`src/rtl/program_loader.sv`:
```
// Boot-time program loader: accepts a framed image (length, payload, checksum)
// over a valid/ready byte stream, writes the payload to memory, then releases
// the CPU via cpu_run.
//
// Ports:
//   clk, rst_n            clock, async active-low reset
//   start                 single-cycle load request (ignored while busy)
//   in_data/in_valid      stream byte and its valid
//   in_ready              loader can take a byte this cycle
//   mem_addr/wdata/we     registered memory write port (one we pulse per byte)
//   mem_rdata             readback data, one cycle after mem_addr
//   busy/done/err         load in progress / last load ok / last load failed
//   err_code              01 bad length, 10 checksum, 11 readback, 00 none
//   cpu_run               processor release
//
// Optional feature macro: LOADER_VERIFY_EN (readback verify before release).
module program_loader #(
    parameter int              ADDR_W    = 8,
    parameter logic [ADDR_W-1:0] BASE_ADDR = '0
) (
    input  logic              clk,
    input  logic              rst_n,
    input  logic              start,
    input  logic [7:0]        in_data,
    input  logic              in_valid,
    output logic              in_ready,
    output logic [ADDR_W-1:0] mem_addr,
    output logic [7:0]        mem_wdata,
    output logic              mem_we,
    input  logic [7:0]        mem_rdata,
    output logic              busy,
    output logic              done,
    output logic              err,
    output logic [1:0]        err_code,
    output logic              cpu_run
);

    typedef enum logic [2:0] {
        S_IDLE,
        S_LEN,
        S_DATA,
        S_CSUM,
`ifdef LOADER_VERIFY_EN
        S_VERIFY,
`endif
        S_RUN,
        S_ERR
    } state_t;

    localparam logic [32:0] SPACE = 33'(1) << ADDR_W;

    state_t            state_q, state_d;
    logic [7:0]        rem_q, rem_d;
    logic [ADDR_W-1:0] addr_q, addr_d;
    logic [7:0]        sum_q, sum_d;
    logic [1:0]        code_q, code_d;
    logic [ADDR_W-1:0] maddr_q, maddr_d;
    logic [7:0]        wdata_q, wdata_d;
    logic              we_q, we_d;

    logic              accept;
    logic              bad_len;
    logic [32:0]       len_end;

    // Last payload byte lands at BASE_ADDR + L - 1, so BASE_ADDR + L may
    // equal but not exceed the size of the address space.
    assign len_end = 33'(BASE_ADDR) + 33'(in_data);
    assign bad_len = (in_data == 8'h00) || (len_end > SPACE);
    assign accept  = in_valid && in_ready;

`ifdef LOADER_VERIFY_EN
    logic [7:0] len_q, len_d;
    logic [7:0] vcnt_q, vcnt_d;
    logic       pend_q, pend_d;
    logic [7:0] vsum_q, vsum_d;
    logic [7:0] vsum_nx;

    assign vsum_nx = vsum_q + mem_rdata;
`else
    logic unused_rdata;
    assign unused_rdata = ^mem_rdata;
`endif

    always_comb begin
        state_d = state_q;
        rem_d   = rem_q;
        addr_d  = addr_q;
        sum_d   = sum_q;
        code_d  = code_q;
        maddr_d = maddr_q;
        wdata_d = wdata_q;
        we_d    = 1'b0;
`ifdef LOADER_VERIFY_EN
        len_d   = len_q;
        vcnt_d  = vcnt_q;
        pend_d  = 1'b0;
        vsum_d  = vsum_q;
`endif
        unique case (state_q)
            S_IDLE, S_RUN, S_ERR: begin
                if (start) begin
                    state_d = S_LEN;
                    code_d  = 2'b00;
                end
            end
            S_LEN: begin
                if (accept) begin
                    if (bad_len) begin
                        state_d = S_ERR;
                        code_d  = 2'b01;
                    end else begin
                        rem_d   = in_data;
                        addr_d  = BASE_ADDR;
                        sum_d   = 8'h00;
                        state_d = S_DATA;
`ifdef LOADER_VERIFY_EN
                        len_d   = in_data;
`endif
                    end
                end
            end
            S_DATA: begin
                if (accept) begin
                    maddr_d = addr_q;
                    wdata_d = in_data;
                    we_d    = 1'b1;
                    addr_d  = addr_q + ADDR_W'(1);
                    sum_d   = sum_q + in_data;
                    rem_d   = rem_q - 8'd1;
                    if (rem_q == 8'd1) state_d = S_CSUM;
                end
            end
            S_CSUM: begin
                if (accept) begin
                    if (in_data == sum_q) begin
`ifdef LOADER_VERIFY_EN
                        state_d = S_VERIFY;
                        maddr_d = BASE_ADDR;
                        vcnt_d  = len_q;
                        vsum_d  = 8'h00;
`else
                        state_d = S_RUN;
`endif
                    end else begin
                        state_d = S_ERR;
                        code_d  = 2'b10;
                    end
                end
            end
`ifdef LOADER_VERIFY_EN
            // vcnt counts addresses still to present; pend marks that the
            // address shown this cycle returns data on the next edge.
            S_VERIFY: begin
                if (vcnt_q != 8'd0) begin
                    pend_d  = 1'b1;
                    vcnt_d  = vcnt_q - 8'd1;
                    maddr_d = maddr_q + ADDR_W'(1);
                end
                if (pend_q) begin
                    vsum_d = vsum_nx;
                    if (vcnt_q == 8'd0) begin
                        if (vsum_nx == sum_q) begin
                            state_d = S_RUN;
                        end else begin
                            state_d = S_ERR;
                            code_d  = 2'b11;
                        end
                    end
                end
            end
`endif
            default: state_d = S_IDLE;
        endcase
    end

    always_ff @(posedge clk or negedge rst_n) begin
        if (!rst_n) begin
            state_q <= S_IDLE;
            rem_q   <= '0;
            addr_q  <= '0;
            sum_q   <= '0;
            code_q  <= '0;
            maddr_q <= '0;
            wdata_q <= '0;
            we_q    <= 1'b0;
`ifdef LOADER_VERIFY_EN
            len_q   <= '0;
            vcnt_q  <= '0;
            pend_q  <= 1'b0;
            vsum_q  <= '0;
`endif
        end else begin
            state_q <= state_d;
            rem_q   <= rem_d;
            addr_q  <= addr_d;
            sum_q   <= sum_d;
            code_q  <= code_d;
            maddr_q <= maddr_d;
            wdata_q <= wdata_d;
            we_q    <= we_d;
`ifdef LOADER_VERIFY_EN
            len_q   <= len_d;
            vcnt_q  <= vcnt_d;
            pend_q  <= pend_d;
            vsum_q  <= vsum_d;
`endif
        end
    end

    assign in_ready  = (state_q == S_LEN) || (state_q == S_DATA) ||
                       (state_q == S_CSUM);
`ifdef LOADER_VERIFY_EN
    assign busy      = in_ready || (state_q == S_VERIFY);
`else
    assign busy      = in_ready;
`endif
    assign done      = (state_q == S_RUN);
    assign cpu_run   = (state_q == S_RUN);
    assign err       = (state_q == S_ERR);
    assign err_code  = code_q;
    assign mem_addr  = maddr_q;
    assign mem_wdata = wdata_q;
    assign mem_we    = we_q;

endmodule

```
`config.mk`:
```
export PLATFORM = sky130hd
export DESIGN_NAME = program_loader
export DESIGN_NICKNAME = d
export VERILOG_FILES = /design/src/rtl/program_loader.sv
export SDC_FILE = /design/constraint.sdc
export NUM_CORES = 1
export LEC_CHECK = 0
export CORE_ASPECT_RATIO = 1.25
export CORE_MARGIN = 1
export CORE_UTILIZATION = 53
export CTS_BUF_LIST = sky130_fd_sc_hd__clkbuf_16
export DETAILED_ROUTE_END_ITERATION = 10
export GPL_TIMING_DRIVEN = 0
export PLACE_DENSITY = 0.81
export REMOVE_ABC_BUFFERS = 1
export SYNTH_ARGS = -nofsm -noshare
export SYNTH_HDL_FRONTEND = slang
export SYNTH_SLANG_ARGS = --single-unit
```
`constraint.sdc`:
```
create_clock -name clk -period 2.9 [get_ports clk]
set_input_delay 0.58 -clock clk [delete_from_list [all_inputs] [get_ports clk]]
set_output_delay 0.58 -clock clk [all_outputs]
set_load 0.005 [all_outputs]
```
==> results of run 1 <==
==> metal layers <==
| layer | global-route usage (%) | routed length, um |
|---|---|---|
| met1 | 28.93 | 2384 |
| met2 | 39.89 | 2871 |
| met3 | 3.835 | 136 |
| met4 | 8.444 | 82 |
| met5 | 0 | 0 |
==> critical path, stage by stage <==
cell	delay, ps
clkdlybuf4s50_1	620
nor2b_1	280
nand2_2	390
inv_1	690
nand2_1	120
nor2_1	120
a221o_1	120
==> final cells by class <==
cell class / instances / area [um2] / area share, %
Sequential cell: 46 / 1151 / 37.23
Clock buffer: 5 / 125.1 / 4.047
Clock inverter: 2 / 11.26 / 0.3642
Tap cell: 60 / 75.07 / 2.428
Multi-Input combinational cell: 220 / 1331 / 43.06
Timing Repair Buffer: 36 / 367.9 / 11.90
Inverter: 8 / 30.03 / 0.9713
==> registers in the layout, summed over array words and instances (netlist names) <==
name / count
state_q: 3
mem_addr: 8
mem_we: 1
mem_wdata: 8
sum_q: 8
rem_q: 8
err_code: 2
addr_q: 8
==> logic make-up (layout without fill, tap and decap cells) <==
logic type	count (synthesis)	count (layout)	share of synthesized area, %
and+or+nand+nor	134	134	24.01
AOI/OAI and AO/OA	63	63	17.52
DFF	46	46	44.53
buffers and inverters	22	51	4.259
xor gates and xnor gates	12	12	4.066
adders and majority gates	11	11	5.615
==> power breakdown <==
group | total (mW) | internal [mW] | switching [mW]
clock network | 0.544 | 0.311 | 0.232
logic | 1.27 | 0.601 | 0.670
registers | 1.08 | 0.868 | 0.212
==> worst paths after layout <==
| path | end | slack, ps | from |
|---|---|---|---|
| setup / recovery | rem_q[2] | 200 | in_valid |
| hold / removal | state_q[1] | 130 | rst_n |
| setup reg to reg | state_q[0] | 560 | state_q[1] |
| hold reg to reg | mem_wdata[4] | 470 | mem_wdata[4] |
| max in group asynchronous | mem_addr[2] | 2310 | rst_n |
| min in group clk | mem_wdata[4] | 470 | mem_wdata[4] |
==> per-stage QoR <==
step                total power [mW]  setup TNS, ps  setup WS (ps)
detailed placement             2.335          -5771         -456.4
floorplan                      1.867              0          620.4
global placement               2.292          -6753         -431.1
global route                   3.110              0          46.89
CTS                            2.898              0          36.74
finish                         2.895              0          195.2
==> layout by cell type, fill, tap and decap left out, types with 3 or more instances in the layout <==
| cell | count |
|---|---|
| nor2b_1 | 3 |
| nor3_1 | 8 |
| or3_1 | 3 |
| o21ai_0 | 15 |
| a21o_1 | 3 |
| o211ai_2 | 3 |
| nand2_1 | 71 |
| and3_1 | 5 |
| ha_1 | 10 |
| nand3_1 | 8 |
| or4_4 | 3 |
| clkdlybuf4s50_1 | 33 |
| nor2_1 | 19 |
| inv_1 | 9 |
| dfrtp_1 | 46 |
| xor2_1 | 8 |
| nand2b_1 | 9 |
| a21oi_1 | 16 |
| xnor2_1 | 4 |
| clkbuf_16 | 5 |
==> results_dict.tcl, run 1 <==
set metrics [dict create \
    status "completed" \
    cts_tree "built" \
    firstDrtPassIters 4 \
    cts_setup_buffers 0 \
    p_leak_nw 1.424 \
    wirelength_um 5475 \
    ys_types 47 \
    yosys-top-cells-area "dfrtp_1 (45%), nand2_1 (10%), ha_1 (4.8%), a21oi_1 (3.1%), o21ai_0 (2.9%)" \
    grt_pass1_wl_um 9177 \
    grt_max_degree 41 \
    grt_pass1_vias 2038 \
    setup_viol 0 \
    viasPerCell 5.706 \
    yosysWarnings 0 \
    cts-root-buf "clkbuf_16" \
    io_buffers 35 \
    p_per_area_nw_per_um2 936.2 \
    yosysSeqAreaShare_pct 44.53 \
    die_h_um 80.08 \
    crit_arrival_ps 2930 \
    rows 28 \
    pin_count 44 \
    netlist_instances 288 \
    synth.avg_cell_area_um2 8.976 \
    drv_slew 0 \
    drtIter0Drc 69 \
    min_period_ps 2705 \
    netlist_area_um2 2585 \
    route.vias.total 2151 \
    grtUsageTotal_pct 23.12 \
    skew_ps 3.568 \
    fmax_ghz 0.3697 \
    coreArea_um2 4695 \
    cts-htree-levels 2 \
    yosys.area.top_type_share_pct 44.53 \
    synth_edf_count 0 \
    drt.antenna.violating_nets 0 \
    n_antenna_cell 0 \
    synth_top_flop_cell "dfrtp_1" \
    cts_buffer_depth 2 \
    clk_latency_ps 280 \
    worstSetupPathType "primary input to flip-flop" \
    die_w_um 64.47 \
    synth_seq_cells 46 \
    drive_gt1_share_pct 6.940 \
    yosys-top-cells-count "nand2_1 (72), dfrtp_1 (46), nor2_1 (19)" \
    area_delta_synth_final_pct 19.60 \
    fin_area_um2 3092 \
    yosysMostFrequentCell "nand2_1" \
    fillers 405 \
    antenna_found_initial 0 \
    start_util_pct 55.06 \
    cts_buffers 5 \
    hold_path_class "primary input to asynchronous set/reset pin" \
    routabilityCongestion 0.8552 \
    overflow 0 \
    drc 0 \
    stdcell_count 377 \
    cp-end-kind "flip-flop" \
    final_util_pct 65.86 \
    dieArea_um2 5162 \
    finalHoldViolations 0 \
    maxCapViolations 0 \
    hold_ws_ps 133.7 \
    synth_area_leader_cell "dfrtp_1" \
    cts_resized 1 \
    max-vdd-ir-drop_uv 603.2 \
    min_period_over_period_pct 93.27 \
    placed_area_um2 2945 \
    synth_async_sr_flop_share_pct 100.0 \
    avgRoutedWirePerCell_um 14.52 \
    worstSetupStartpointType "primary input" \
    dp_cells 370 \
    rsz0062_at_grt "no" \
    worstRegToRegCells 6 \
    hpwl_um 3709 \
    cp_max_fo 29 \
    tightest_slew_ps 825.0 \
    finalNetCount 348 \
    cp.required_ps 3120 \
    ctsHoldBuffers 0 \
    clock-sinks 46 \
    clkSlewWorstSetupHoldPaths_ps 60 \
    relSlewSlack_pct 44.79 \
]
(Power assumes the default switching activity.)
==> run 2, diff against run 1 <==
SLEW_MARGIN = 25   (was unset)
==> run 2 against run 1 <==
  * Non-clock buffer count stayed put
  * Largest cell class unchanged
  * Maximum frequency is 0.54% lower
  * Critical path depth is 1 higher
  * Critical endpoint is now state_q[0]
==> results_dict.tcl, run 2 (synthesis gave the netlist of run 1 again) <==
set metrics [dict create \
    p_per_area_nw_per_um2 938.8 \
    cts-root-buf "clkbuf_16" \
    drc 0 \
    grtUsageTotal_pct 23.15 \
    drv_slew 0 \
    setup_viol 0 \
    cts_tree "built" \
    n_antenna_cell 0 \
    coreArea_um2 4695 \
    hpwl_um 3787 \
    cts_buffers 5 \
    grt_max_degree 30 \
    clock-sinks 46 \
    max-vdd-ir-drop_uv 416.6 \
    layout_commonest_cell "nand2_1" \
    grtUsageMet3_pct 4.119 \
    worstSetupStartpointType "primary input" \
    critPathSlowestCell "or4_4" \
    drive_gt1_share_pct 6.918 \
    reg2reg_from "state_q[1]" \
    cts_buffer_depth 2 \
    min_period_ps 2720 \
    clkSlewWorstSetupHoldPaths_ps 60 \
    routabilityCongestion 0.8552 \
    status "completed" \
    total_power_mw 2.914 \
    io_buffers 35 \
    cp.required_ps 3060 \
    grt_pass1_vias 2090 \
    area_delta_synth_final_pct 20.09 \
    start_util_pct 55.06 \
    cp_max_fo 4 \
    tightest_slew_ps 785.8 \
    grt_pass1_wl_um 9273 \
    crit_path_cell_trace "clkdlybuf4s50_1 > ha_1 > or4_4 > nor4_4 > a22oi_2 > o211ai_2 > a21oi_1 > or3_1" \
    cts-htree-levels 2 \
    fmax_ghz 0.3677 \
    rsz0062_at_grt "no" \
    min_period_over_period_pct 93.78 \
    cp-end-kind "flip-flop" \
    finalHoldViolations 0 \
    finalNetCount 348 \
    firstDrtPassIters 4 \
    dp_cells 370 \
    drtIter0Drc 69 \
    stdcell_count 378 \
    drt.antenna.violating_nets 0 \
    setup_ws_ps 180.5 \
    use_met1_pct 27.24 \
    pin_count 44 \
    grt_util_met2_pct 41.16 \
    overflow 0 \
    dieArea_um2 5162 \
    die_w_um 64.47 \
    hold_path_class "primary input to asynchronous set/reset pin" \
    hold_ws_ps 285.7 \
    antenna_found_initial 0 \
    cpPeakStageDelay_ps 550 \
    viasPerCell 5.749 \
    rows 28 \
    clk_latency_ps 290 \
    die_h_um 80.08 \
    final_cell_mix "nand2_1 (71), dfrtp_1 (46), clkdlybuf4s50_1 (33)" \
    route.vias.total 2173 \
    relSlewSlack_pct 47.42 \
    reg2reg_slack_ps 590 \
    wirelength_um 5531 \
    pre_cts_ws_ps -478.2 \
    ctsHoldBuffers 0 \
    skew_ps 6.038 \
    maxCapViolations 0 \
    worstSetupPathType "primary input to flip-flop" \
    avgRoutedWirePerCell_um 14.63 \
    grt_busiest_layer "met2" \
    p_leak_nw 1.429 \
    fillers 405 \
    r2r_end "state_q[0]" \
    crit_arrival_ps 2880 \
    worstRegToRegCells 6 \
]
run 2: cell types whose count changed in the layout (fill, tap and decap cells not counted):
cell        delta
buf_16         +1
clkinvlp_4     -1
inv_1          -1
clkinv_4       +1
clkinv_1       +2
buf_12         -1
run 2: repair_timing:
action | CTS | global route
endpoints found under the setup margin | 5 | 2
buffers inserted | 0 | 0
gates resized for setup | 1 | 2
run 2: stage by stage:
step | utilization [%] | TNS (ps) | cell area [um2]
4_1_cts | 65.96 | 0 | 3097
2_1_floorplan | - | 0 | 2505
3_5_place_dp | 62.90 | -5945 | 2953
6_report | 66.12 | 0 | 3104
3_3_place_gp | 62.42 | -6753 | 2930
5_1_grt | 66.12 | 0 | 3104
run 2: cell type report:
type / instances / area [um2] / area share (%)
multi-input combinational: 220 / 1331 / 42.89
sequential: 46 / 1151 / 37.08
timing repair buffer: 36 / 375.4 / 12.09
clock buffer: 5 / 125.1 / 4.031
tap: 60 / 75.07 / 2.418
inverter: 8 / 30.03 / 0.9674
clock inverter: 3 / 16.27 / 0.5240
run 2: worst max path at each step:
stage	endpoint	cells after the start	slack, ps	from
2_1_floorplan	state_q[0]	7	620	in_data[1]
3_3_place_gp	rem_q[2]	7	-430	in_valid
3_5_place_dp	rem_q[2]	7	-480	in_valid
4_1_cts	state_q[0]	8	70	in_data[1]
5_1_grt	rem_q[2]	7	70	in_valid
6_report	state_q[0]	8	180	in_data[4]
run 2: worst max-delay path: cells and delay by family:
kind | cells | cell delay, ps
and+or+nand+nor | 3 | 1130
AOI/OAI and AO/OA | 3 | 260
buffers and inverters | 1 | 500
adders and majority gates | 1 | 400
run 2: per-layer routing:
layer,part of all wire [%],vias up
li1,-,1048
met1,42,1042
met2,52,65
met3,3.6,18
met4,2.4,0
met5,0,-
run 2: power by group:
group	switching (mW)	internal, mW
combinational	0.668	0.601
clock	0.245	0.315
sequential	0.216	0.868
